`src/rtl/standoff_pkg.sv`:
```
// Shared definitions for the Standoff round engine.
//   act_e   : per-player action codes as carried on act_code
//   state_e : round FSM encoding, also driven out on the state port
//   COUNT_W : width of the countdown value shown on the display
package standoff_pkg;

    typedef enum logic [1:0] {
        ACT_NONE   = 2'b00,
        ACT_SHOOT  = 2'b01,
        ACT_RELOAD = 2'b10,
        ACT_DUCK   = 2'b11
    } act_e;

    typedef enum logic [2:0] {
        S_IDLE      = 3'd0,
        S_COUNTDOWN = 3'd1,
        S_RESOLVE   = 3'd2,
        S_RESULT    = 3'd3,
        S_GAME_OVER = 3'd4
    } state_e;

    localparam int COUNT_W = 7;

endpackage

```
`src/rtl/standoff_round_engine_if.sv`:
```
// Control and status bundle between the button logic, the round engine and
// the display drivers.
//   master : drives load, pause, act_valid, act_code; observes all status
//   slave  : the round engine side
//   load/pause            game start and freeze controls
//   act_valid/act_code    per-player action strobe, player i code at [2i+:2]
//   bullets/lives         per-player counters, player i at [i*BW+:BW]/[i*LW+:LW]
//   countdown/state       countdown value and FSM encoding
//   round_done/winner_vld/draw/winner_id   round and game outcome
interface standoff_round_engine_if
    import standoff_pkg::*;
#(
    parameter int NUM_PLAYERS = 2,
    parameter int MAX_BULLETS = 6,
    parameter int LIVES       = 3
);
    localparam int BW = $clog2(MAX_BULLETS + 1);
    localparam int LW = $clog2(LIVES + 1);
    localparam int PW = (NUM_PLAYERS > 2) ? $clog2(NUM_PLAYERS) : 1;

    logic                       load;
    logic                       pause;
    logic [NUM_PLAYERS-1:0]     act_valid;
    logic [2*NUM_PLAYERS-1:0]   act_code;
    logic [NUM_PLAYERS*BW-1:0]  bullets;
    logic [NUM_PLAYERS*LW-1:0]  lives;
    logic [COUNT_W-1:0]         countdown;
    logic [2:0]                 state;
    logic                       round_done;
    logic                       winner_vld;
    logic                       draw;
    logic [PW-1:0]              winner_id;

    modport master (
        output load, pause, act_valid, act_code,
        input  bullets, lives, countdown, state, round_done, winner_vld, draw, winner_id
    );

    modport slave (
        input  load, pause, act_valid, act_code,
        output bullets, lives, countdown, state, round_done, winner_vld, draw, winner_id
    );

endinterface

```
`src/rtl/standoff_tick_counter.sv`:
```
// Countdown timebase: a prescaler dividing clk into ticks and the countdown
// value it decrements.
//   clk, reset     clock and synchronous active-high reset
//   enable_i       high while the round is counting down
//   pause_i        freezes prescaler and countdown
//   restart_i      reload countdown with COUNT_START and clear the prescaler
//   countdown_o    current countdown value
//   last_tick_o    the wrap that ends the final tick (countdown == 1)
module standoff_tick_counter
    import standoff_pkg::*;
#(
    parameter int COUNT_START  = 3,
    parameter int COUNT_CYCLES = 100_000_000
) (
    input  logic               clk,
    input  logic               reset,
    input  logic               enable_i,
    input  logic               pause_i,
    input  logic               restart_i,
    output logic [COUNT_W-1:0] countdown_o,
    output logic               last_tick_o
);
    localparam int PSW = (COUNT_CYCLES > 1) ? $clog2(COUNT_CYCLES) : 1;

    logic [PSW-1:0]     presc_q;
    logic [COUNT_W-1:0] count_q;
    logic               run;
    logic               wrap;

    assign run         = enable_i && !pause_i;
    assign wrap        = run && (presc_q == PSW'(COUNT_CYCLES - 1));
    assign last_tick_o = wrap && (count_q == COUNT_W'(1));
    assign countdown_o = count_q;

    always_ff @(posedge clk) begin
        if (reset) begin
            presc_q <= '0;
            count_q <= '0;
        end else if (restart_i) begin
            presc_q <= '0;
            count_q <= COUNT_W'(COUNT_START);
        end else if (run) begin
            presc_q <= wrap ? '0 : presc_q + PSW'(1);
            // The final wrap leaves the value at 1; the FSM moves on instead.
            if (wrap && count_q != COUNT_W'(1)) begin
                count_q <= count_q - COUNT_W'(1);
            end
        end
    end

endmodule

```
`src/rtl/standoff_round_engine.sv`:
```
// Standoff round engine for NUM_PLAYERS players: countdown, action capture,
// parallel resolve, result and game-over detection.
//   clk, reset  clock and synchronous active-high reset
//   bus         standoff_round_engine_if.slave: controls in, status out
module standoff_round_engine
    import standoff_pkg::*;
#(
    parameter int NUM_PLAYERS   = 2,
    parameter int MAX_BULLETS   = 6,
    parameter int START_BULLETS = 1,
    parameter int LIVES         = 3,
    parameter int COUNT_START   = 3,
    parameter int COUNT_CYCLES  = 100_000_000
) (
    input  logic                   clk,
    input  logic                   reset,
    standoff_round_engine_if.slave bus
);
    localparam int BW = $clog2(MAX_BULLETS + 1);
    localparam int LW = $clog2(LIVES + 1);
    localparam int PW = (NUM_PLAYERS > 2) ? $clog2(NUM_PLAYERS) : 1;
    localparam int CW = $clog2(NUM_PLAYERS + 1);

    state_e                    state_q, state_d;
    logic                      start_game;
    logic                      restart;
    logic                      last_tick;
    logic                      capture_en;
    logic                      show_result;
    logic [COUNT_W-1:0]        countdown;
    logic [NUM_PLAYERS-1:0]    alive, shoot_ok, is_duck, has_tgt;
    logic [2*NUM_PLAYERS-1:0]  alive2;
    logic [NUM_PLAYERS*PW-1:0] tgt_flat;
    logic [CW-1:0]             alive_cnt;
    logic [PW-1:0]             last_alive;

    // ---------------- FSM ----------------
    always_ff @(posedge clk) begin
        if (reset) state_q <= S_IDLE;
        else       state_q <= state_d;
    end

    always_comb begin
        state_d    = state_q;
        start_game = 1'b0;
        case (state_q)
            S_IDLE, S_GAME_OVER: begin
                if (bus.load) begin
                    state_d    = S_COUNTDOWN;
                    start_game = 1'b1;
                end
            end
            S_COUNTDOWN: if (last_tick) state_d = S_RESOLVE;
            S_RESOLVE:   state_d = S_RESULT;
            S_RESULT:    state_d = (alive_cnt <= CW'(1)) ? S_GAME_OVER : S_COUNTDOWN;
            default:     state_d = S_IDLE;
        endcase
    end

    // Every entry into COUNTDOWN (new game or next round) restarts the timebase
    // and empties the action latches.
    assign restart    = (state_d == S_COUNTDOWN) && (state_q != S_COUNTDOWN);
    assign capture_en = (state_q == S_COUNTDOWN) && !bus.pause;

    standoff_tick_counter #(
        .COUNT_START  (COUNT_START),
        .COUNT_CYCLES (COUNT_CYCLES)
    ) u_tick (
        .clk         (clk),
        .reset       (reset),
        .enable_i    (state_q == S_COUNTDOWN),
        .pause_i     (bus.pause),
        .restart_i   (restart),
        .countdown_o (countdown),
        .last_tick_o (last_tick)
    );

    // ---------------- survivors ----------------
    always_comb begin
        alive_cnt  = '0;
        last_alive = '0;
        for (int p = 0; p < NUM_PLAYERS; p++) begin
            if (alive[p]) begin
                alive_cnt  = alive_cnt + CW'(1);
                last_alive = PW'(p);
            end
        end
    end

    // Doubled copy so each player can view the others in wrap-around order.
    assign alive2 = {alive, alive};

    // ---------------- per-player datapath ----------------
    for (genvar gi = 0; gi < NUM_PLAYERS; gi++) begin : g_player
        logic [BW-1:0]          bullets_q, bullets_d;
        logic [LW-1:0]          lives_q, lives_d;
        logic [1:0]             act_q;
        logic [NUM_PLAYERS-1:0] alive_rot;
        logic [PW-1:0]          tgt;
        logic                   tgt_found;
        logic [CW-1:0]          hits;

        assign alive_rot                = alive2[gi +: NUM_PLAYERS];
        assign alive[gi]                = (lives_q != '0);
        assign shoot_ok[gi]             = (act_q == ACT_SHOOT) && (bullets_q != '0);
        assign is_duck[gi]              = (act_q == ACT_DUCK);
        assign has_tgt[gi]              = tgt_found;
        assign tgt_flat[gi*PW +: PW]    = tgt;
        assign bus.bullets[gi*BW +: BW] = bullets_q;
        assign bus.lives[gi*LW +: LW]   = lives_q;

        // Nearest alive player after gi; scanned from the far end so the
        // nearest one is written last.
        always_comb begin
            tgt       = '0;
            tgt_found = 1'b0;
            for (int k = NUM_PLAYERS - 1; k >= 1; k--) begin
                if (alive_rot[k]) begin
                    tgt       = PW'((gi + k) % NUM_PLAYERS);
                    tgt_found = 1'b1;
                end
            end
        end

        always_comb begin
            hits = '0;
            for (int s = 0; s < NUM_PLAYERS; s++) begin
                if (shoot_ok[s] && has_tgt[s] && !is_duck[gi] &&
                    tgt_flat[s*PW +: PW] == PW'(gi)) begin
                    hits = hits + CW'(1);
                end
            end
        end

        always_comb begin
            bullets_d = bullets_q;
            lives_d   = lives_q;
            if (shoot_ok[gi]) begin
                bullets_d = bullets_q - BW'(1);
            end else if (act_q == ACT_RELOAD && bullets_q < BW'(MAX_BULLETS)) begin
                bullets_d = bullets_q + BW'(1);
            end
            if (int'(hits) >= int'(lives_q)) lives_d = '0;
            else                             lives_d = lives_q - LW'(hits);
        end

        always_ff @(posedge clk) begin
            if (reset) begin
                bullets_q <= BW'(START_BULLETS);
                lives_q   <= LW'(LIVES);
                act_q     <= ACT_NONE;
            end else begin
                if (start_game) begin
                    bullets_q <= BW'(START_BULLETS);
                    lives_q   <= LW'(LIVES);
                end else if (state_q == S_RESOLVE) begin
                    bullets_q <= bullets_d;
                    lives_q   <= lives_d;
                end
                // First action of the round sticks; eliminated players stay idle.
                if (restart) begin
                    act_q <= ACT_NONE;
                end else if (capture_en && bus.act_valid[gi] &&
                             act_q == ACT_NONE && lives_q != '0) begin
                    act_q <= bus.act_code[2*gi +: 2];
                end
            end
        end
    end

    // ---------------- status ----------------
    assign show_result    = (state_q == S_RESULT) || (state_q == S_GAME_OVER);
    assign bus.state      = state_q;
    assign bus.countdown  = countdown;
    assign bus.round_done = (state_q == S_RESULT);
    assign bus.winner_vld = (state_q == S_GAME_OVER);
    assign bus.draw       = show_result && (alive_cnt == '0);
    assign bus.winner_id  = (show_result && alive_cnt == CW'(1)) ? last_alive : '0;

endmodule

```
`src/flat_wrapper.sv`:
```
// flat-port wrapper written by rule: the top's interface ports become plain ports
module standoff_round_engine_flat import standoff_pkg::*;
#(
    parameter int NUM_PLAYERS   = 2,
    parameter int MAX_BULLETS   = 6,
    parameter int START_BULLETS = 1,
    parameter int LIVES         = 3,
    parameter int COUNT_START   = 3,
    parameter int COUNT_CYCLES  = 100_000_000
)
  (clk, reset, bus_load, bus_pause, bus_act_valid, bus_act_code, bus_bullets, bus_lives, bus_countdown, bus_state, bus_round_done, bus_winner_vld, bus_draw, bus_winner_id);
  standoff_round_engine_if #(.NUM_PLAYERS(NUM_PLAYERS), .MAX_BULLETS(MAX_BULLETS), .LIVES(LIVES)) bus_i ();
  input  logic clk;
  input  logic reset;
  input wire logic [$bits(bus_i.load)-1:0] bus_load;
  input wire logic [$bits(bus_i.pause)-1:0] bus_pause;
  input wire logic [$bits(bus_i.act_valid)-1:0] bus_act_valid;
  input wire logic [$bits(bus_i.act_code)-1:0] bus_act_code;
  output wire logic [$bits(bus_i.bullets)-1:0] bus_bullets;
  output wire logic [$bits(bus_i.lives)-1:0] bus_lives;
  output wire logic [$bits(bus_i.countdown)-1:0] bus_countdown;
  output wire logic [$bits(bus_i.state)-1:0] bus_state;
  output wire logic [$bits(bus_i.round_done)-1:0] bus_round_done;
  output wire logic [$bits(bus_i.winner_vld)-1:0] bus_winner_vld;
  output wire logic [$bits(bus_i.draw)-1:0] bus_draw;
  output wire logic [$bits(bus_i.winner_id)-1:0] bus_winner_id;
  assign bus_i.load = bus_load;
  assign bus_i.pause = bus_pause;
  assign bus_i.act_valid = bus_act_valid;
  assign bus_i.act_code = bus_act_code;
  assign bus_bullets = bus_i.bullets;
  assign bus_lives = bus_i.lives;
  assign bus_countdown = bus_i.countdown;
  assign bus_state = bus_i.state;
  assign bus_round_done = bus_i.round_done;
  assign bus_winner_vld = bus_i.winner_vld;
  assign bus_draw = bus_i.draw;
  assign bus_winner_id = bus_i.winner_id;
  standoff_round_engine #(.NUM_PLAYERS(NUM_PLAYERS), .MAX_BULLETS(MAX_BULLETS), .START_BULLETS(START_BULLETS), .LIVES(LIVES), .COUNT_START(COUNT_START), .COUNT_CYCLES(COUNT_CYCLES)) u_core (.clk(clk), .reset(reset), .bus(bus_i));
endmodule
```
`config.mk`:
```
export PLATFORM = sky130hd
export DESIGN_NAME = standoff_round_engine_flat
export DESIGN_NICKNAME = d
export VERILOG_FILES = /design/src/rtl/standoff_pkg.sv /design/src/rtl/standoff_round_engine_if.sv /design/src/rtl/standoff_tick_counter.sv /design/src/rtl/standoff_round_engine.sv /design/src/flat_wrapper.sv
export SDC_FILE = /design/constraint.sdc
export NUM_CORES = 1
export LEC_CHECK = 0
export BUFFER_PORTS_ARGS = -buffer_cell sky130_fd_sc_hd__buf_2
export CAP_MARGIN = 20
export CORE_MARGIN = 3
export CORE_UTILIZATION = 25
export CTS_CLUSTER_DIAMETER = 50
export DETAILED_ROUTE_END_ITERATION = 16
export RECOVER_POWER = 50
export SLEW_MARGIN = 20
export SYNTH_ARGS = -nofsm -noshare
export SYNTH_HDL_FRONTEND = slang
export SYNTH_SLANG_ARGS = --single-unit
```
`constraint.sdc`:
```
create_clock -name clk -period 2.8 [get_ports clk]
set_input_delay 0.42 -clock clk [delete_from_list [all_inputs] [get_ports clk]]
set_output_delay 0.42 -clock clk [all_outputs]
set_load 0.01 [all_outputs]
```
=== Yosys cells after proc, flatten, opt, wreduce, memory -nomap -nowiden ===
Index checks and enable logic that the tools add are counted.

* Memories: 0
* Input port bits: 10
* Bits in latches: 0
* Bits in writable memories: 0
* Bits in read-only memories: 0
* Register bits after elaboration: 51
* Word-level logic and storage cells: 113

* Multipliers: 0
* Eq/ne operators: 16
* Bitwise operators: 1
* Shift-type cells: 0
* Order comparisons: 5
* Muxes and demuxes: 24
* Add/sub/neg operators: 10
* Divide/modulo/power cells: 0
* Reduce and logical (&&, ||, !) cells: 47

{| class="wikitable"
|+ Operators by type and width
! kind !! number
|-
| $add 27x1->27 const B || 1
|-
| $eq 27x27->1 const B || 1
|-
| $mux 27 || 1
|-
| $logic_and 1x1->1 || 24
|-
| $mux 3 || 7
|-
| $mux 2 || 7
|-
| $pmux 3 s4 || 1
|-
| $reduce_bool 2->1 || 6
|-
| $eq 2x2->1 const B || 4
|-
| $mux 1 || 8
|-
| $reduce_and 2->1 || 4
|-
| $eq 7x1->1 const B || 1
|-
| $ne 7x1->1 const B || 1
|-
| $sub 7x1->7 const B || 1
|-
| $add 3x1->3 const B || 2
|-
| $eq 2x1->1 const B || 3
|-
| $eq 3x1->1 const B || 2
|-
| $eq 3x2->1 const B || 2
|-
| $logic_not 2->1 || 3
|-
| $lt 3x3->1 const B || 2
|-
| $reduce_bool 3->1 || 2
|-
| $reduce_or 2->1 || 3
|-
| $sub 3x1->3 const B || 2
|-
| $add 1x1->2 const B || 2
|-
| other kinds (11) || 13
|}

=== Longest topological paths before layout ===
Gate-level depths: netlist of run 1.

* Depth after elaboration: 11
* Gate-level depth with buffers: 10
* Depth with buffers taken out: 10

=== Hierarchy ===
Synthesis of run 1 repeated with hierarchy kept, for this count alone.

* Cell total of the unflattened synthesis: 337
* Area, all modules: 2807.7 um^2

{| class="wikitable"
|+ Modules (own cells, without submodules)
! module !! cells an instance !! instances !! area an instance (um^2) !! seq. area each (um^2)
|-
| standoff_tick_counter || 208 || 1 || 1727.9 || 680.7
|-
| standoff_round_engine || 129 || 1 || 1079.8 || 340.3
|}

=== Worst setup path before layout of run 1 ===
OpenSTA, ideal clock, no wires.

* Path type: reg-to-reg
* Start point: register u_core.state_q[0], in the netlist u_core.bus.state[0]
* End point: register u_core.u_tick.count_q[6], in the netlist u_core.u_tick.countdown_o[6]
* Slack: 104 ps
* Period minus slack after synthesis: 2696 ps
* Cell stages (with the launch flop): 7
* Data arrival time: 2625 ps
* Cells stage by stage: dfxtp_1 > buf_4 > or4b_4 > or4_4 > or4_4 > or4_1 > a21oi_1

* Cells in the longest elaborated chain, start to end: 9
* Elaborated cells on any way between the ends: 18
* Classes of those cells: eq/ne: 6; mux: 3; reduce/logical: 9

{| class="wikitable"
|+ Ends and longest elaborated chain
! what !! line !! text
|-
| start: declaration || standoff_round_engine.sv:24 || <nowiki>state_e state_q, state_d;</nowiki>
|-
| start signal: assignment || standoff_round_engine.sv:40 || <nowiki>else state_q <= state_d;</nowiki>
|-
| $eq 3x1->1 || standoff_round_engine.sv:46, standoff_round_engine.sv:71 ||
|-
| $logic_and 1x1->1 || standoff_tick_counter.sv:30 || <nowiki>assign run = enable_i && !pause_i;</nowiki>
|-
| $logic_and 1x1->1 || standoff_tick_counter.sv:31 || <nowiki>assign wrap = run && (presc_q == PSW'(COUNT_CYCLES - 1));</nowiki>
|-
| $logic_and 1x1->1 || standoff_tick_counter.sv:32 || <nowiki>assign last_tick_o = wrap && (count_q == COUNT_W'(1));</nowiki>
|-
| $mux 3 || standoff_round_engine.sv:53 || <nowiki>S_COUNTDOWN: if (last_tick) state_d = S_RESOLVE;</nowiki>
|-
| $pmux 3 s4 || standoff_round_engine.sv:46 || <nowiki>case (state_q)</nowiki>
|-
| $eq 3x1->1 || standoff_round_engine.sv:62 || <nowiki>assign restart = (state_d == S_COUNTDOWN) && (state_q != S_COUNTDOWN);</nowiki>
|-
| $logic_and 1x1->1 || standoff_round_engine.sv:62 ||
|-
| $reduce_or 2->1 (no line) || -- ||
|-
| end signal: assignment || standoff_tick_counter.sv:41 || <nowiki>count_q <= COUNT_W'(COUNT_START);</nowiki>
|-
| end signal: assignment || standoff_tick_counter.sv:46 || <nowiki>count_q <= count_q - COUNT_W'(1);</nowiki>
|-
| end: declaration || standoff_tick_counter.sv:26 || <nowiki>logic [COUNT_W-1:0] count_q;</nowiki>
|}

Several ways; a longest one is shown, not always the timed one.
A chain may end at the register's enable or synchronous reset.

=== Final worst setup path of run 1 ===
* Start point: register u_core.state_q[2], in the netlist u_core.bus.state[2]
* End point: register u_core.u_tick.count_q[6], in the netlist u_core.u_tick.countdown_o[6]

The elaborated chain is that of the path after synthesis.

==> flow_results.org, run 1 <==
** GRT
- Via count of the first global-routing pass :: 2257
- For this run the aggregate overflow at the end of global routing stands at 0.
- Pin count of the biggest net entering global routing :: 20
- The first global-routing pass estimated 9970 um of wire.
- The number of antenna violations at the first check in global routing was 0.
- Overall Global Routing Usage :: 10.24%

** STA
- Count of pins over their slew limit :: 0
- RSZ-0062 raised after global routing :: false
- Setup violations remaining at the end of the flow were counted as 0.
- PnR worst setup slack :: 175.2 ps
- For the pin with the worst max-slew slack, the measured transition is 650.0 ps.
- On the final layout, the worst clock skew is 13.10 ps.
- Of the available clock period, the critical path in the final layout requires 93.74%.
- Final critical delay including setup and external delays :: 2625 ps
- Adding up every negative setup slack in the final design gives 0 ps.
- In this run the tightest slew margin relative to its limit is 56.66%.
- Hold violation count in the final report :: 0
- Hold timing on the final database bottoms out at a slack of 346.5 ps.
- Max frequency :: 0.3810 GHz

** Routing
- Final routed DRC violation total :: 0
- Using the TritonRoute via totals, the vias-per-cell ratio works out to 4.672.
- Summed over all layers, the routed wires come to 5881 um.
- Met3 routed WL :: 225 um
- The first TritonRoute pass finished after 4 iterations.
- The detail route stage leaves a number of antenna-violating nets equal to 0.
- In the detailed route, the total length drawn on met2 is 2786 um.
- In this run, the number of DRC markers left after iteration 0 of detailed routing was 125.
- The detailed router used layers up to and including met4.
- After detailed routing, the wire length on met1 is 2769 um.
- Dividing the detail-routed wire length by the instance count gives 11.76 um.
- Via count :: 2336

** Final layout
- Commonest non-fill, non-tap cells in the layout :: sky130_fd_sc_hd__dfxtp_1, sky130_fd_sc_hd__nor2_1, sky130_fd_sc_hd__inv_1
- Utilization after layout :: 29.96%
- The area growth from synthesis to layout is 15.65%.
- Commonest non-fill, non-tap cell in the layout :: sky130_fd_sc_hd__dfxtp_1
- ANT cells :: 0
- After filler insertion, the fill cell instance count of the layout stands at 1125.
- Final non-filler cell area :: 3107 sq um
- The final layout contains 386 nets.
- The post-route netlist has 9.341% of its cells at a drive strength greater than 1.

** Synthesis
- Each instance of the synthesized netlist takes up on average 8.240 sq um.
- Synth Flop Type :: sky130_fd_sc_hd__dfxtp_1
- After Yosys synthesis, full adders, half adders and majority gates account for 6.893% of the synthesized area.
- Synth Area in XOR/XNOR :: 9.455%
- After synthesis, the largest area contributor takes up 38.01% of total cell area.
- Fraction of registers with async set or reset after synthesis :: 0%
- Mux share of post-synthesis cell area :: 1.258%
- Synthesis handed over a netlist of 326 instances.
- Post-synthesis sequential element count :: 51
- Compound-gate portion of the synthesized area :: 9.269%
- By area the synthesized netlist is led by sky130_fd_sc_hd__dfxtp_1, sky130_fd_sc_hd__xnor2_1, sky130_fd_sc_hd__nor2_1, sky130_fd_sc_hd__ha_1, sky130_fd_sc_hd__inv_1.
- Sequential elements use 38.01% of the synthesized area.
- Netlist Area Pre-Place :: 2686 sq um
- Count of cell types in the netlist :: 46
- Synthesis Warnings :: 0
- Main combinational cell family by area after synthesis :: simple AND/OR/NAND/NOR gates
- Fraction of the mapped netlist area in simple logic gates :: 29.34%
- Counting every net in the synthesized netlist gives 349.
- Most area-hungry cell type in the Yosys netlist :: sky130_fd_sc_hd__dfxtp_1
- Yosys mapped a number of flops with a built-in enable equal to 0.

** Outcome
- The flow ran to the end, and the final reports show no timing, DRC or antenna violations.

** Place
- Half-perimeter wire length after placement :: 4497 um
- Global placer's final weighted congestion :: 0.7974
- Setup slack at placement :: 33.47 ps
- After detailed placement, the total cell area comes to 3052 sq um.
- Buffers placed on the I/O ports in this run total 33.

** Clocking
- Counting the buffers created by CTS gives 5.
- Clock transition at the register clock pins on the worst setup and hold paths after CTS :: 100 ps
- TritonCTS built the clock tree.
- Buffers added to address setup during post-CTS repair amount to 0.
- The number of hold buffers added after CTS was 0.
- Post-CTS repair changed the size of 0 cells.
- The clock net in this run drives a total of 51 sinks.
- In this run the number of H-tree levels came out at 2.
- In this run the clock root is driven by a sky130_fd_sc_hd__clkbuf_8.
- Bufs on Longest Clock Path :: 2
- For the worst-skew pair, the clock arrives at the later sink with an insertion delay of 310 ps.

** Worst setup path
- Depth of the most critical reg-to-reg path :: 5
- By startpoint and endpoint, the worst setup path is classified as flop to flop.
- STA classifies the critical path endpoint as a flop.
- Data required time of the critical path :: 3040 ps
- Most common cell on crit path :: sky130_fd_sc_hd__or4_1
- Data arrives at the worst endpoint at 2870 ps.
- The worst setup path is launched from a flop.
- Crit-path max FO :: 6
- The largest single stage delay on the critical path is 560 ps.
- The critical path goes through or4b_4 > or4_1 > or4_4 > or4_1 > a21oi_1.
- Cell type of the slowest stage on the worst timing path :: sky130_fd_sc_hd__or4_1

** Floorplanning
- Area of the die :: 12030 sq um
- The total area inside the core boundary comes to 10370 sq um.
- Pin placement for this block handled 34 I/O pins.
- After floorplanning, the core was divided into 37 placement rows.
- From bottom edge to top edge, the die measures 109.7 um.
- For this configuration, the core starts out at a cell density of 25.90%.
- Chip width :: 109.7 um

** Hold path
- Hold crit path type :: input port to flop
- Along the worst hold path, the cell count comes to 3.

** Pwr
- Power spread over the standard cell area amounts to 415.6 nW/um^2.
- Pleak :: 1.100 nW
- Worst IR Drop VDD :: 216.7 uV

** Flow run
- Max_cap viols :: 0
-- stage by stage --
step | total power (W) | cells
finish | 0.001291 | 500
global route | 0.001353 | 500
CTS | 0.001317 | 500
detailed placement | 0.0008542 | 492
global placement | 0.0008515 | 492
floorplan | 0.0008145 | 326
-- synth_stat cells, types with 2 or more instances --
library cell,instances
sky130_fd_sc_hd__nor2_1,45
sky130_fd_sc_hd__nor4_1,9
sky130_fd_sc_hd__nand3_1,7
sky130_fd_sc_hd__nor4b_1,3
sky130_fd_sc_hd__a21oi_1,14
sky130_fd_sc_hd__o21ai_0,9
sky130_fd_sc_hd__dfxtp_1,51
sky130_fd_sc_hd__mux2_2,3
sky130_fd_sc_hd__a211oi_1,5
sky130_fd_sc_hd__nor3b_1,2
sky130_fd_sc_hd__nand4_1,6
sky130_fd_sc_hd__ha_1,10
sky130_fd_sc_hd__o2111ai_1,2
sky130_fd_sc_hd__or2_2,2
sky130_fd_sc_hd__nand2_1,26
sky130_fd_sc_hd__and2b_1,2
sky130_fd_sc_hd__nor3_1,13
sky130_fd_sc_hd__nand2b_1,4
sky130_fd_sc_hd__and4_1,2
sky130_fd_sc_hd__fa_1,3
sky130_fd_sc_hd__or4_4,2
sky130_fd_sc_hd__clkbuf_1,9
sky130_fd_sc_hd__xor2_1,6
sky130_fd_sc_hd__xnor2_1,23
sky130_fd_sc_hd__inv_1,27
sky130_fd_sc_hd__or3_1,7
sky130_fd_sc_hd__or4_1,7
sky130_fd_sc_hd__and3_1,6
sky130_fd_sc_hd__o31ai_1,4
-- cells by family after synthesis --
group           count (synthesis)
simple gates                  150
flops                          51
compound gates                 40
buf+inv                        39
xor+xnor                       29
fa+ha+maj                      13
mux                             3
other cells                     1
-- power breakdown --
part           internal (W)  switching, W  total (W)  leakage [nW]
Combinational     0.0000383     0.0000589  0.0000972         0.640
Clock              0.000202      0.000255   0.000457        0.0474
Sequential         0.000731    0.00000499   0.000736         0.412
Total              0.000972      0.000319    0.00129          1.10
-- flip-flops by register name, summed over array words and instances, names as in the netlist --
signal	cells
u_core.u_tick.presc_q	27
u_core.u_tick.countdown_o	7
u_core.g_player.bullets_q	6
u_core.g_player.act_q	4
u_core.g_player.lives_q	4
u_core.bus.state	3
-- worst max-delay path, delay by kind of cell (launching register included) --
family / cells / cell delay, ps
flip-flops: 1 / 320
AO/OA/AOI/OAI: 1 / 140
AND/OR/NAND/NOR: 4 / 2080
-- worst paths after layout --
check                                                      startpoint                                   endpoint  slack [ps]
worst max-delay path                   u_core.bus.state[2]$_SDFF_PP0_  u_core.u_tick.countdown_o[6]$_SDFFE_PP0P_         180
worst min-delay path                                  bus_act_code[3]   u_core.g_player[1].act_q[1]$_SDFFE_PP0P_         350
worst max register to register         u_core.bus.state[2]$_SDFF_PP0_  u_core.u_tick.countdown_o[6]$_SDFFE_PP0P_         180
worst min register to register  u_core.u_tick.presc_q[1]$_SDFFE_PP0N_      u_core.u_tick.presc_q[1]$_SDFFE_PP0N_         500
-- layout make-up --
type                            instances  area [sq um]  area share (%)
Tap cell                              136         170.2           5.477
Multi-Input combinational cell        236          1510           48.61
Sequential cell                        51          1021           32.86
Timing Repair Buffer                   42         205.2           6.605
Clock buffer                            6         82.58           2.658
Clock inverter                          2         16.27          0.5236
Inverter                               27         101.3           3.262
-- per-layer routing --
| layer | vias to the layer above | GRT usage (%) |
|---|---|---|
| met5 | - | 0 |
| met4 | 0 | 3.829 |
| met3 | 9 | 2.408 |
| met2 | 28 | 17.96 |
| met1 | 1106 | 12.07 |
| li1 | 1193 | - |
Note: power is estimated with default switching activity, not from simulation.
==> run 2, diff against run 1 <==
--- a/config.mk
+++ b/config.mk
@@ -5,6 +5,7 @@
 export SDC_FILE = /design/constraint.sdc
 export NUM_CORES = 1
 export LEC_CHECK = 0
+export ABC_AREA = 1
 export BUFFER_PORTS_ARGS = -buffer_cell sky130_fd_sc_hd__buf_2
 export CAP_MARGIN = 20
 export CORE_MARGIN = 3
==> run 2 against run 1 <==
  * Core utilization is 0.86 points lower
  * Critical path type unchanged
  * Synthesized cell count is 65% higher
  * Critical endpoint is now u_core.u_tick.presc_q[22]$_SDFFE_PP0N_
  * Design area is 25% higher
  * Sequential power hardly changed
  * Clock power is 31% higher
  * Largest power group unchanged
  * Register-to-register slack better by 250 ps
==> flow_results.org, run 2 <==
** Pwr
- Internal power contribution :: 0.001095 W
- Switching power :: 0.0003533 W
- The clock network burns 41.2% of the power.
- Dividing total power by cell area gives a power density of 371.6 nW/um^2.
- Switching share of total power :: 24.39%
- Sequential cells burn 51.0% of the power.
- Pleak :: 1.464 nW
- Of the total power, combinational logic draws 7.8%.
- Worst IR Drop VDD :: 218.0 uV

** Clocking
- For this design, the sink count on the clock tree is 51.
- After clock tree synthesis, the setup repair step added 0 buffers.
- The H-tree generated during clock tree synthesis spans 2 levels.
- TritonCTS built the clock tree.
- Post-cts repair resize count :: 0
- In this run, CTS created clock tree buffers numbering 5.
- The clock passes through at most 2 buffers.
- Clock transition at the register clock pins on the worst setup and hold paths after CTS :: 70 ps
- The cell sitting at the root of the clock tree is a sky130_fd_sc_hd__clkbuf_16.
- Worst skew pair latency :: 290 ps
- Hold buffers post-CTS :: 0

** Final layout
- Share of final-layout standard cells stronger than drive strength 1 :: 11.91%
- The area growth from synthesis to layout is 12.37%.
- The register with the most flip-flops in the final layout is u_core.u_tick.presc_q.
- Utilization after layout :: 29.09%
- ANT cells :: 0
- The library cells used most frequently in the layout, excluding fill and tap cells, are sky130_fd_sc_hd__nand2_1, sky130_fd_sc_hd__inv_1, sky130_fd_sc_hd__nor2_1.
- After the last flow step, the layout net total stands at 593.
- Flip-flop count of the largest register after layout :: 27
- The library cell used most frequently in the layout, excluding fill and tap cells, is sky130_fd_sc_hd__nand2_1.
- Filler instances :: 1516

** Outcome
- The run finished with clean final reports.

** STA
- Static timing analysis puts the maximum clock frequency at 0.4203 GHz.
- Worst slack on hold paths :: 369.8 ps
- The final hold violation count came to 0.
- Count of pins over their slew limit :: 0
- Sum of negative setup slack :: 0 ps
- On the final layout, the worst clock skew is 8.254 ps.
- The worst path needs 2379 ps of the cycle, external delays included.
- Dividing the final minimum period by the clock period gives 84.97%.
- Setup repair after global routing left no endpoint under its margin.
- Relative slew margins :: 61.26%
- Setup violations remaining at the end of the flow were counted as 0.
- At the pin with the least slew margin, the transition time is 580.6 ps.

** Routing
- After detailed routing, the number of remaining DRC violations is 0.
- The count of nets left with antenna violations once routing finished came out at 0.
- After detailed routing, the total wire length is 7928 um.
- In this run, the number of DRC markers left after iteration 0 of detailed routing was 118.
- Routed len/inst :: 10.61 um
- Routed vias/inst :: 4.333
- For this run, the detailed router's first-pass iteration total came to 5.
- The routed layout has 3237 vias.

** GRT
- The total overflow left after global routing is 0.
- Number of antenna violations at the first check in global routing :: 0
- For this run, the total global-route usage over all layers was measured as 10.78%.
- The number of global-route vias before repair came to 2883.
- Wire length of the first global-routing pass :: 13630 um
- Pin count of the biggest net entering global routing :: 37

** Worst setup path
- Top cell family by delay on the critical path :: simple AND/OR/NAND/NOR gates
- For the worst setup path, the data required time is 3020 ps.
- On the worst path, the slowest cell contributes a delay of 450 ps.
- Along the worst path, the maximum fanout reaches 36.
- Data arrives at the worst endpoint at 2600 ps.
- Setup crit end kind :: flop
- Cell type of the slowest stage on the worst timing path :: sky130_fd_sc_hd__dfxtp_1
- Startpoint of the worst register-to-register path :: u_core.bus.state[0]$_SDFF_PP0_
- The signal on the critical path passes through nand3_4 > nor2_8 > inv_4 > nor2_1 > nand3_4 > nand4_4 > nand2_4 > nor2_1.
- The critical path starts at u_core.bus.state[0]$_SDFF_PP0_.
- The endpoint identified for the worst register-to-register timing path is u_core.u_tick.presc_q[22]$_SDFFE_PP0N_.
- The critical path runs through a total of 8 cells.
- CP Buf/Inv Count :: 1
- Element type at the critical path start :: flop
- The worst register-to-register path has a depth of 8.
- The worst setup path is of the flop to flop kind.
- R2R Setup Slk :: 420 ps

** Synthesis
- Synthesis Warnings :: 0
- Seq/Total Area, Yosys :: 29.43%
- Top post-synthesis cells by count :: sky130_fd_sc_hd__nand2_1, sky130_fd_sc_hd__inv_1, sky130_fd_sc_hd__nor2_1, sky130_fd_sc_hd__dfxtp_1, sky130_fd_sc_hd__nand3_1
- Post-synthesis instance total :: 537
- Syn Area/Cell :: 6.461 sq um
- Most area-hungry cell type in the Yosys netlist :: sky130_fd_sc_hd__dfxtp_1
- Number of flops mapped to enable cells by yosys :: 0
- After synthesis, the largest area contributor takes up 29.43% of total cell area.
- For this run, the leading register cell type out of synthesis is sky130_fd_sc_hd__dfxtp_1.
- Fraction of registers with async set or reset after synthesis :: 0%
- In the post-synthesis netlist, the cell with the most instances is sky130_fd_sc_hd__nand2_1.
- The mapped netlist covers 3470 sq um.
- Main area contributors after synthesis :: sky130_fd_sc_hd__dfxtp_1, sky130_fd_sc_hd__nand2_1, sky130_fd_sc_hd__inv_1, sky130_fd_sc_hd__nor2_1, sky130_fd_sc_hd__nand3_1
- Synthesis instantiated 40 different standard cells from the library.
- Syn nets :: 560
- In this run, synthesis produced a sequential element count of 51.

** Hold path
- The worst hold path was traced through 2 stages.
- The path with the worst hold slack has its endpoint at u_core.u_tick.countdown_o[0]$_SDFFE_PP0P_.
- The min-delay analysis places its worst path in the category input port to flop.
- Beginning of the worst hold path :: reset

** Floorplanning
- Placeable core region :: 13400 sq um
- In this run the count of I/O pins placed on the die edge is 34.
- Chip width :: 123.8 um
- Initial core utilization :: 25.89%
- Std-Cell Rows :: 42
- DIE HEIGHT :: 123.8 um
- Area of the die :: 15330 sq um

** Flow run
- Max_cap viols :: 0

** Place
- Number of port buffers :: 33
- The HPWL after detailed placement is 6146 um.
- Global placer's final weighted congestion :: 0.8848
==> run 2: worst reg2reg max path, delay by kind of cell (launching register included) <==
family	cells	cell delay [ps]
AND/OR/NAND/NOR	7	1670
buffers and inverters	1	180
flip-flops	1	450
==> run 2: per-layer routing <==
layer  global-route usage, %  wire length [um]
met1                   15.20              4113
met2                   16.63              3416
met3                   2.543               280
met4                   2.561               118
met5                       0                 0
==> run 2: layout make-up <==
class,instances,area (sq um),area share [%]
clock buffer,6,128.9,3.306
multi-input combinational,389,2041,52.34
tap,176,220.2,5.648
sequential,51,1021,26.19
clock inverter,2,12.51,0.3209
timing repair buffer,33,135.1,3.466
inverter,90,340.3,8.729
==> run 2: stage by stage <==
stage | power, W | worst slack, ps | area (sq um) | std cells
global route | 0.001516 | 106.0 | 3899 | 747
floorplan | 0.0008482 | 912.4 | 3470 | 537
detailed placement | 0.0008718 | 561.5 | 3804 | 739
finish | 0.001449 | 420.8 | 3899 | 747
CTS | 0.001478 | 525.4 | 3945 | 747
global placement | 0.0008724 | 572.0 | 3804 | 739
==> run 2: kinds of logic (layout without fill, tap and decap cells) <==
| logic type | count (synthesis) | count (layout) | share of synthesized area (%) |
|---|---|---|---|
| compound gates | 35 | 35 | 5.950 |
| xor+xnor | 11 | 11 | 2.777 |
| fa+ha+maj | 13 | 13 | 5.337 |
| buf+inv | 97 | 131 | 11.29 |
| flops | 51 | 51 | 29.43 |
| other cells | 1 | 1 | 0.1081 |
| simple gates | 329 | 329 | 45.11 |
==> run 2: worst max path at each step <==
| stage | endpoint | slack, ps |
|---|---|---|
| 5_1_grt | u_core.u_tick.presc_q[22]$_SDFFE_PP0N_ | 110 |
| 4_1_cts | u_core.u_tick.countdown_o[3]$_SDFFE_PP0P_ | 530 |
| 6_report | u_core.u_tick.presc_q[22]$_SDFFE_PP0N_ | 420 |
| 3_5_place_dp | u_core.u_tick.countdown_o[2]$_SDFFE_PP0P_ | 560 |
| 2_1_floorplan | u_core.g_player[0].lives_q[1]$_SDFFE_PP1P_ | 910 |
| 3_3_place_gp | u_core.u_tick.countdown_o[3]$_SDFFE_PP0P_ | 570 |
==> run 2: power groups by stage <==
stage	registers [W]	logic, W	clock network [W]
after CTS	0.000738	0.000117	0.000623
after detailed placement	0.000755	0.000117	0
after global placement	0.000755	0.000118	0
after floorplan	0.000755	0.0000929	0
after global routing	0.000739	0.000129	0.000648
final	0.000738	0.000114	0.000597
==> run 3, diff against run 2 <==
==> constraint.sdc (replaced) <==
create_clock -name clk -period 2.2 [get_ports clk]
set_input_delay 0.33 -clock clk [delete_from_list [all_inputs] [get_ports clk]]
set_output_delay 0.33 -clock clk [all_outputs]
set_load 0.01 [all_outputs]
==> run 3 against run 2 <==
  * Hold slack got worse by 94 ps
  * Clock power is 30% higher
  * Fmax grew 21%
  * Combinational power is 32% higher
  * Design area rose by 1.4%
  * Final cell count increased by 0.54%
  * Critical path type unchanged
==> flow_results.org, run 3 (synthesized netlist as in run 2, its figures left out) <==
** Worst setup path
- Setup crit end kind :: flop
- Data required time of the critical path :: 2420 ps
- The worst setup path is launched from a flop.
- Startpoint-to-endpoint class of the critical path :: flop to flop
- Crit-path max FO :: 19
- Data arrives at the worst endpoint at 2190 ps.

** Routing
- Starting DRC count in detailed routing :: 152
- Using the TritonRoute via totals, the vias-per-cell ratio works out to 4.337.
- Before antenna repair, the detailed router went through 4 iterations.
- Detailed Route WL :: 7875 um
- Routed len/inst :: 10.49 um
- The final route contains 3257 vias.
- After detailed routing, the number of remaining DRC violations is 0.
- The count of nets left with antenna violations once routing finished came out at 0.

** STA
- Setup repair after global routing left no endpoint under its margin.
- The final hold violation count came to 0.
- Timing would allow up to 0.5083 GHz.
- In the finished design, the share of the clock period the worst path needs comes to 89.42%.
- Worst Max-Slew Pin Slew :: 505.8 ps
- Final critical delay including setup and external delays :: 1967 ps
- Final number of setup-violating endpoints :: 0
- Clock tree skew after final layout :: 5.217 ps
- Sum of negative setup slack :: 0 ps
- Measured against its own limit, the worst slew margin works out to 65.97%.
- The number of max-slew violations in the final report was 0.

** Flow run
- Max_cap viols :: 0

** Clocking
- CTS tree :: done
- CTS root buffer :: sky130_fd_sc_hd__clkbuf_16
- Clock latency on the worst-skew pair, taken at its later pin, is 280 ps.
- Hold buffers post-CTS :: 0
- Clock transition at the register clock pins on the worst setup and hold paths after CTS :: 70 ps
- CTS built an H-tree with a depth of 2.
- The number of clock buffers added by TritonCTS is 5.
- Bufs on Longest Clock Path :: 2
- TritonCTS sink count :: 51

** Final layout
- ANT cells :: 0
- Leaving out fill and tap cells, the most frequent cell in the layout is sky130_fd_sc_hd__nand2_1.
- In the final layout, the share of cells above drive strength 1 is 12.70%.
- In the layout the commonest cells are sky130_fd_sc_hd__nand2_1, sky130_fd_sc_hd__inv_1, sky130_fd_sc_hd__nor2_1.
- Register name with the most flops :: u_core.u_tick.presc_q
- The finished layout holds 751 standard cells, fillers aside.
- The register with the most flip-flops in the layout has 27 of them.
- Final Net Count :: 598
- The area growth from synthesis to layout is 13.92%.

** GRT
- Via count of the first global-routing pass :: 2829
- Global routing finished with a remaining overflow of 0.
- Pin count of the biggest net entering global routing :: 20
- The number of antenna violations at the first check in global routing was 0.
- Across every metal layer, demand over resource in global routing totals 10.50%.
- Wire length of the first global-routing pass :: 13320 um

** Pwr
- IR analysis of the VDD net gives a maximum drop of 248.8 uV.
- Cell area power density :: 471.9 nW/um^2
- After layout, the design draws a total of 0.001865 W.
- Pleak :: 1.521 nW

** Floorplanning
- The die covers 15330 sq um.
- The initialized floorplan defines 42 standard-cell rows.
- The die is 123.8 um wide.
- The die is 123.8 um tall.
- Placeable core region :: 13400 sq um
- Once the floorplan was initialized, standard cells occupied 25.89% of the core.
- I/O pins :: 34

** Place
- Port buffering added 33 buffers.
- Global placer's final weighted congestion :: 0.8976
- Cell count after placement :: 744
- Detailed placement ended at an HPWL of 6250 um.

** Outcome
- Status :: complete, no violations

** Hold path
- In this run the worst hold path is classified as input port to flop.
## run 3: cell types whose count changed in the layout (fill, tap and decap cells not counted), sizes merged
cell	before	now
clkinvlp	1	0
buf	9	14
## run 3: critical path, stage by stage, from the launching register on
cell	delay, ps
sky130_fd_sc_hd__dfxtp_1	400
sky130_fd_sc_hd__ha_1	260
sky130_fd_sc_hd__nand3_1	140
sky130_fd_sc_hd__nor2_4	180
sky130_fd_sc_hd__inv_1	140
sky130_fd_sc_hd__nor2_8	180
sky130_fd_sc_hd__nand3_4	110
sky130_fd_sc_hd__nand4_4	100
sky130_fd_sc_hd__nand2_4	50
sky130_fd_sc_hd__buf_4	220
sky130_fd_sc_hd__nor2_2	110
## run 3: timing repair
item	CTS	global route
setup endpoints to repair	0	1
setup buffers	0	0
resized for setup	0	1
## run 3: worst paths after layout
path / startpoint / endpoint / slack [ps] / cells after the start
worst max register to register: u_core.u_tick.presc_q[0]$_SDFFE_PP0N_ / u_core.u_tick.presc_q[4]$_SDFFE_PP0N_ / 230 / 10
worst max-delay path: u_core.u_tick.presc_q[0]$_SDFFE_PP0N_ / u_core.u_tick.presc_q[4]$_SDFFE_PP0N_ / 230 / 10
worst min-delay path: reset / u_core.u_tick.countdown_o[0]$_SDFFE_PP0P_ / 280 / 2
worst min register to register: u_core.g_player[1].bullets_q[0]$_SDFFE_PP1P_ / u_core.g_player[1].bullets_q[0]$_SDFFE_PP1P_ / 510 / 2
## run 3: through the flow
step           hold slack [ps]  instance area (sq um)  setup WS (ps)  util [%]
6_report                 276.3                   3953          232.8     29.50
5_1_grt                  296.5                   3953          8.305     29.50
4_1_cts                  276.1                   3985          180.3     29.74
3_5_place_dp             490.8                   3841          203.6     28.66
3_3_place_gp             473.0                   3841          307.0     28.66
2_1_floorplan            399.1                   3470          312.4         -
## run 3: area by class of cell
cell class / instances / area [sq um]
multi-input combinational: 389 / 2057
clock buffer: 6 / 138.9
timing repair buffer: 38 / 170.2
inverter: 90 / 340.3
sequential: 51 / 1021
fill: 1492 / 9448
clock inverter: 1 / 5.005
tap: 176 / 220.2
## run 3: report_power, final
group          internal [W]  total (W)  switching, W
registers          0.000930   0.000940    0.00000925
logic             0.0000482   0.000151      0.000103
clock network      0.000445   0.000774      0.000330
## run 3: layer usage
metal / share of wire (%) / global-route usage, %
met5: 0 / 0
met4: 0.58 / 1.592
met3: 2.9 / 1.680
met2: 46 / 17.13
met1: 51 / 14.87
